### src/rtl/wb_pkg.sv
// Shared types and default widths for the Wishbone classic initiator.
package wb_pkg;

   typedef enum logic [1:0] {
      IDLE,
      BUS,
      RESP
   } wb_init_state_e;

   localparam int unsigned WB_ADR_W = 32;
   localparam int unsigned WB_DAT_W = 32;

endpackage

### src/rtl/wb_timeout_ctr.sv
// Cycle counter for the bus-phase watchdog. Instantiated by wb_initiator only
// when WB_INITIATOR_TIMEOUT_EN is defined.
module wb_timeout_ctr #(
   parameter  int unsigned TIMEOUT_CYCLES = 256,
   localparam int unsigned CNT_W          = $clog2(TIMEOUT_CYCLES)
) (
   input  logic clk,
   input  logic rst_n,
   input  logic clear,
   input  logic enable,
   output logic expired
);

   logic [CNT_W-1:0] count;

   always_ff @(posedge clk or negedge rst_n) begin
      if (!rst_n) begin
         count <= '0;
      end else if (clear) begin
         count <= '0;
      end else if (enable) begin
         count <= count + CNT_W'(1);
      end
   end

   assign expired = (count == CNT_W'(TIMEOUT_CYCLES - 1));

endmodule

### src/rtl/wb_initiator.sv
// Wishbone classic single-transfer initiator: one request -> one cyc/stb/ack -> one response.
// Optional bus watchdog enabled by defining WB_INITIATOR_TIMEOUT_EN.
module wb_initiator
   import wb_pkg::*;
#(
   parameter  int unsigned ADR_W          = WB_ADR_W,
   parameter  int unsigned DAT_W          = WB_DAT_W,
   parameter  int unsigned TIMEOUT_CYCLES = 256,
   localparam int unsigned SEL_W          = DAT_W / 8
) (
   input  logic             wb_clk_i,
   input  logic             wb_rst_n_i,
   input  logic             req_valid_i,
   output logic             req_ready_o,
   input  logic             req_we_i,
   input  logic [ADR_W-1:0] req_adr_i,
   input  logic [DAT_W-1:0] req_dat_i,
   input  logic [SEL_W-1:0] req_sel_i,
   output logic             rsp_valid_o,
   input  logic             rsp_ready_i,
   output logic [DAT_W-1:0] rsp_dat_o,
   output logic             rsp_err_o,
   output logic             wbm_cyc_o,
   output logic             wbm_stb_o,
   output logic             wbm_we_o,
   output logic [ADR_W-1:0] wbm_adr_o,
   output logic [DAT_W-1:0] wbm_dat_o,
   output logic [SEL_W-1:0] wbm_sel_o,
   input  logic             wbm_ack_i,
   input  logic [DAT_W-1:0] wbm_dat_i
);

   if (TIMEOUT_CYCLES < 2) begin : g_bad_timeout
      $error("wb_initiator: TIMEOUT_CYCLES must be >= 2");
   end

   wb_init_state_e state_q, state_d;
   logic           abort;

`ifdef WB_INITIATOR_TIMEOUT_EN
   logic expired;

   // Counter is held clear outside BUS, so it restarts at zero on every entry.
   wb_timeout_ctr #(
      .TIMEOUT_CYCLES(TIMEOUT_CYCLES)
   ) u_timeout_ctr (
      .clk    (wb_clk_i),
      .rst_n  (wb_rst_n_i),
      .clear  (state_q != BUS),
      .enable ((state_q == BUS) && !wbm_ack_i),
      .expired(expired)
   );

   assign abort = expired && !wbm_ack_i;
`else
   assign abort = 1'b0;
`endif

   assign req_ready_o = (state_q == IDLE);
   assign wbm_stb_o   = wbm_cyc_o;

   always_ff @(posedge wb_clk_i or negedge wb_rst_n_i) begin
      if (!wb_rst_n_i) begin
         state_q <= IDLE;
      end else begin
         state_q <= state_d;
      end
   end

   always_comb begin
      state_d = state_q;
      case (state_q)
         IDLE:    if (req_valid_i) state_d = BUS;
         BUS:     if (wbm_ack_i || abort) state_d = RESP;
         RESP:    if (rsp_ready_i) state_d = IDLE;
         default: state_d = IDLE;
      endcase
   end

   always_ff @(posedge wb_clk_i or negedge wb_rst_n_i) begin
      if (!wb_rst_n_i) begin
         wbm_cyc_o   <= 1'b0;
         wbm_we_o    <= 1'b0;
         wbm_adr_o   <= '0;
         wbm_dat_o   <= '0;
         wbm_sel_o   <= '0;
         rsp_valid_o <= 1'b0;
         rsp_dat_o   <= '0;
         rsp_err_o   <= 1'b0;
      end else begin
         case (state_q)
            IDLE: begin
               if (req_valid_i) begin
                  wbm_cyc_o <= 1'b1;
                  wbm_we_o  <= req_we_i;
                  wbm_adr_o <= req_adr_i;
                  wbm_dat_o <= req_dat_i;
                  wbm_sel_o <= req_sel_i;
               end
            end
            BUS: begin
               // An ack in the expiry cycle wins over the abort.
               if (wbm_ack_i || abort) begin
                  wbm_cyc_o   <= 1'b0;
                  rsp_valid_o <= 1'b1;
                  rsp_err_o   <= !wbm_ack_i;
                  rsp_dat_o   <= (wbm_ack_i && !wbm_we_o) ? wbm_dat_i : '0;
               end
            end
            RESP: begin
               if (rsp_ready_i) rsp_valid_o <= 1'b0;
            end
            default: ;
         endcase
      end
   end

endmodule

### config.mk
export PLATFORM = sky130hd
export DESIGN_NAME = wb_initiator
export DESIGN_NICKNAME = d
export VERILOG_FILES = /design/src/rtl/wb_pkg.sv /design/src/rtl/wb_timeout_ctr.sv /design/src/rtl/wb_initiator.sv
export SDC_FILE = /design/constraint.sdc
export NUM_CORES = 1
export LEC_CHECK = 0
export CAP_MARGIN = 20
export CORE_MARGIN = 2
export CORE_UTILIZATION = 36
export CTS_CLUSTER_SIZE = 28
export DETAILED_ROUTE_END_ITERATION = 10
export DONT_BUFFER_PORTS = 1
export SLEW_MARGIN = 20
export SYNTH_ARGS = -nofsm -noshare
export SYNTH_HDL_FRONTEND = slang
export SYNTH_HIERARCHICAL = 1
export SYNTH_SLANG_ARGS = --single-unit
### constraint.sdc
create_clock -name wb_clk_i -period 2 [get_ports wb_clk_i]
set_clock_uncertainty 0.1 [all_clocks]
set_input_delay 0 -clock wb_clk_i [delete_from_list [all_inputs] [get_ports wb_clk_i]]
set_output_delay 0 -clock wb_clk_i [all_outputs]
set_load 0.005 [all_outputs]
==> results.cfg, run 1 <==
[synth]
yosysSeqAreaShare_pct = 64.4
syn_nets = 412
synth_edf_count = 0
yosys-top-cells-area = dfrtp_1 64%, mux2_2 16%, nand2b_1 4.9%
ys_warn_count = 6
synthCells = 306
synth_ff_type = dfrtp_1
synth-seq-cells = 106
synth_top_cell_by_area = dfrtp_1
syn_area_per_cell_um2 = 13.5
synthDistinctLibCells = 19
syn-cell-area_um2 = 4120
async_flop_share_pct = 100
synth.top_cell.area_share_pct = 64.4

[floorplanning]
design.portCount = 212
die_x_um = 111
die_y_um = 111
fp-row-count = 39
start_util_pct = 36.6

[placement]
place_congestion = 0.695
dp_hpwl_mm = 5.58
detailedPlace.worstSlack_ns = 0.328
port_buffers = 0

[clock_tree]
cts_made_buffers = 9
clk_root_buffer_cell = clkbuf_16
ctsResizeCount = 0
htreeDepth = 3
cts_max_path_buffers = 2
postCtsHoldBufs = 101
post_cts.repair.setup_buffers = 0
cts_sinks = 106

[status]
stop_error = [ERROR RSZ-0060] Max buffer count reached.
lastStage = clock tree synthesis
outcome = did not finish
[synthesized netlist by cell type, types with 2 or more instances]
| cell | count |
|---|---|
| dfrtp_1 | 106 |
| mux2_2 | 59 |
| o21ai_0 | 34 |
| nand2_1 | 33 |
| nand2b_1 | 32 |
| mux2_1 | 10 |
| buf_2 | 7 |
| buf_4 | 5 |
| clkbuf_1 | 4 |
| a21oi_1 | 3 |
| nor2_1 | 3 |
| buf_6 | 2 |
| inv_1 | 2 |
[logic make-up after synthesis]
logic type / count (synthesis) / share of synthesized area [%]
AO/OA/AOI/OAI: 38 / 4.68
AND/OR/NAND/NOR: 71 / 8.93
multiplexers: 70 / 19.1
flip-flops: 106 / 64.4
buffers and inverters: 21 / 2.94
[stage by stage]
step           hold slack, ns  util, %  instance area, um2  instances
3_3_place_gp           -0.393     37.6                4240        434
2_1_floorplan          -0.396        -                4120        306
3_5_place_dp           -0.393     37.6                4240        434
==> run 2, diff against run 1 <==
- CORE_UTILIZATION: 36 -> 21
- CTS_CLUSTER_SIZE: 28 -> not set
- PLACE_DENSITY_LB_ADDON: not set -> 0.15
==> run 2 against run 1 <==
Against the previous run:
- synthesized cell count stayed put
- the flow now finishes, with violations (hold timing)
- area after synthesis unchanged
==> results.cfg, run 2 <==
[status]
outcome = finished, violations left
violations = hold timing

[timing]
slew_headroom_pct = 80.9
period_needed_ns = 1.67
slew_viol_final = 0
worst_pin_slew_ns = 0.287
fmax_ghz = 0.598
hold_violations = 106
rsz0062_at_grt = no
setup_tns_ns = 0
setup_viol = 0
fin_crit_sh_pct = 83.6
hold_slack_ns = -0.754

[synth]
syn_area_per_cell_um2 = 13.5
yosys-top-cells-count = 106 x dfrtp_1, 59 x mux2_2, 34 x o21ai_0
syn-cell-area_um2 = 4120
synth_top_cell_by_area = dfrtp_1
synth.top_cell.area_share_pct = 64.4
async_flop_share_pct = 100
syn_nets = 412
synth-seq-cells = 106
synth_most_common_cell = dfrtp_1
yosysSeqAreaShare_pct = 64.4
yosys-top-cells-area = dfrtp_1 64%, mux2_2 16%, nand2b_1 4.9%
synthCells = 306
ys_warn_count = 6
synthDistinctLibCells = 19
synth_edf_count = 0
synth_ff_type = dfrtp_1

[critical_path]
rr_endpoint = wbm_dat_o[19]
critical_path_class = reg2reg
worst-r2r-cell-count = 3
cp_max_fo = 51
critPathLaunchType = flip-flop
ff2ff_setup_slack_ns = 0.33
worst_setup_path_end_kind = flip-flop
r2r-start = state_q[0]
crit_arrival_ns = 1.80
cp.required_ns = 2.12

[floorplanning]
fp-row-count = 51
die_y_um = 144
dieArea_um2 = 20800
start_util_pct = 21.3
design.portCount = 212
die_x_um = 144
core_area_um2 = 19300

[layout]
largestRegisters = rsp_dat_o: 32 flops, wbm_adr_o: 32 flops, wbm_dat_o: 32 flops
layout-drive-gt1-share_pct = 19.1
fin_nets = 514
fill_cells = 1953
layout_common_cells = 106 x dlygate4sd3_1, 106 x dfrtp_1, 59 x mux2_2
syn2layout_area_growth_pct = 39.3
design_area_um2 = 5740
final_core_util_pct = 29.7

[run]
cap_viol_max_count = 0

[clock_tree]
cts.clk_slew.worst_paths_ns = 0.07
htreeDepth = 3
cts_tree = built
post_cts.repair.setup_buffers = 0
postCtsHoldBufs = 106
ctsResizeCount = 0
clock_latency_ns = 0.34
cts_made_buffers = 9
cts_max_path_buffers = 2
cts_sinks = 106
clk_root_buffer_cell = clkbuf_16

[placement]
dp_hpwl_mm = 6.15
placed_area_um2 = 4390
place_congestion = 0.692
port_buffers = 0

[power_and_ir_drop]
comb_power_share_pct = 21.7
power_frac_clock_pct = 23.3
peakVddDrop_mv = 0.399
seqPwrFrac_pct = 55.1
p_per_area_nw_per_um2 = 1260
power.leakage_nw = 2.37
p_int_mw = 5.00
fin_total_pwr_mw = 7.25
p_sw_mw = 2.25
netSwitchingFraction_pct = 31.0

[detailed_routing]
drt_iter0_markers = 60
vias = 2632
detail_route.wl_per_cell_um = 13.9
dr.pass1.iters = 2
route.detailed.drc = 0
routed_wl_mm = 9.44
drt.antenna.violating_nets = 0
viasPerCell = 3.88

[global_route]
antenna_found_initial = 1
grt_pass1_wl_mm = 14.2
grt_usage_pct = 9.04
grt_pass1_vias = 2723
grt_max_degree = 107
grt_overflow = 0

[hold_path]
hp-class = in2async
-- run 2: cell counts after synthesis --
Identical to the previous run, type by type.
-- run 2: worst max-delay path by stage --
stage / depth (start not counted) / start / to
2_1_floorplan: 5 / state_q[0] / wbm_adr_o[21]
3_3_place_gp: 3 / state_q[0] / wbm_adr_o[10]
4_1_cts: 3 / state_q[0] / wbm_sel_o[0]
6_report: 3 / state_q[0] / wbm_dat_o[19]
5_1_grt: 3 / state_q[0] / wbm_sel_o[0]
3_5_place_dp: 3 / state_q[0] / wbm_dat_o[17]
-- run 2: final cells by class --
cell class              instances  area, um2  area share, %
flip-flops and latches        106       2650           46.2
diodes                          1       2.50         0.0436
multi-input cells             179       1350           23.5
repair buffers                110       1120           19.4
clock buffers                  11        243           4.23
clock inverters                 5       38.8          0.676
inverters                       2       7.51          0.131
well taps                     265        332           5.78
-- run 2: logic make-up (layout without fill, tap and decap cells) --
| logic type | count (synthesis) | in the layout | share of synthesized area (%) |
|---|---|---|---|
| AOI/OAI and AO/OA | 38 | 38 | 4.68 |
| buffers and inverters | 21 | 128 | 2.94 |
| DFF | 106 | 106 | 64.4 |
| muxes | 70 | 70 | 19.1 |
| other | 0 | 1 | 0 |
| and+or+nand+nor | 71 | 71 | 8.93 |
-- run 2: per-stage QoR --
stage | cells | setup WS, ns | hold WS [ns]
after global placement | 556 | 0.346 | -0.393
final | 679 | 0.328 | -0.754
after detailed placement | 556 | 0.326 | -0.393
after CTS | 678 | 0.312 | -0.781
after floorplan | 306 | 0.382 | -0.396
after global routing | 679 | 0.228 | -0.791
-- run 2: per-layer routing --
metal	GRT usage [%]	up-vias	routed length, um	part of all wire, %
li1	-	1229	-	-
met1	9.71	1255	3670	39
met2	15.2	137	4480	47
met3	4.64	11	1150	12
met4	3.41	0	140	1.5
met5	0	-	0	0
-- run 2: critical path: stages, from the launching register on --
cell and delay (ns):
dfrtp_1 0.48, nor3b_4 0.28, buf_12 0.30, mux2_2 0.38
-- run 2: power groups by stage --
| stage | logic, mW | registers, mW | clock network, mW |
|---|---|---|---|
| 2_1_floorplan | 1.25 | 3.76 | 0 |
| 3_3_place_gp | 1.37 | 4.09 | 0 |
| 3_5_place_dp | 1.45 | 4.05 | 0 |
| 4_1_cts | 1.61 | 4.02 | 1.79 |
| 5_1_grt | 1.80 | 4.16 | 1.89 |
| 6_report | 1.57 | 3.99 | 1.69 |
(Power assumes the default switching activity.)
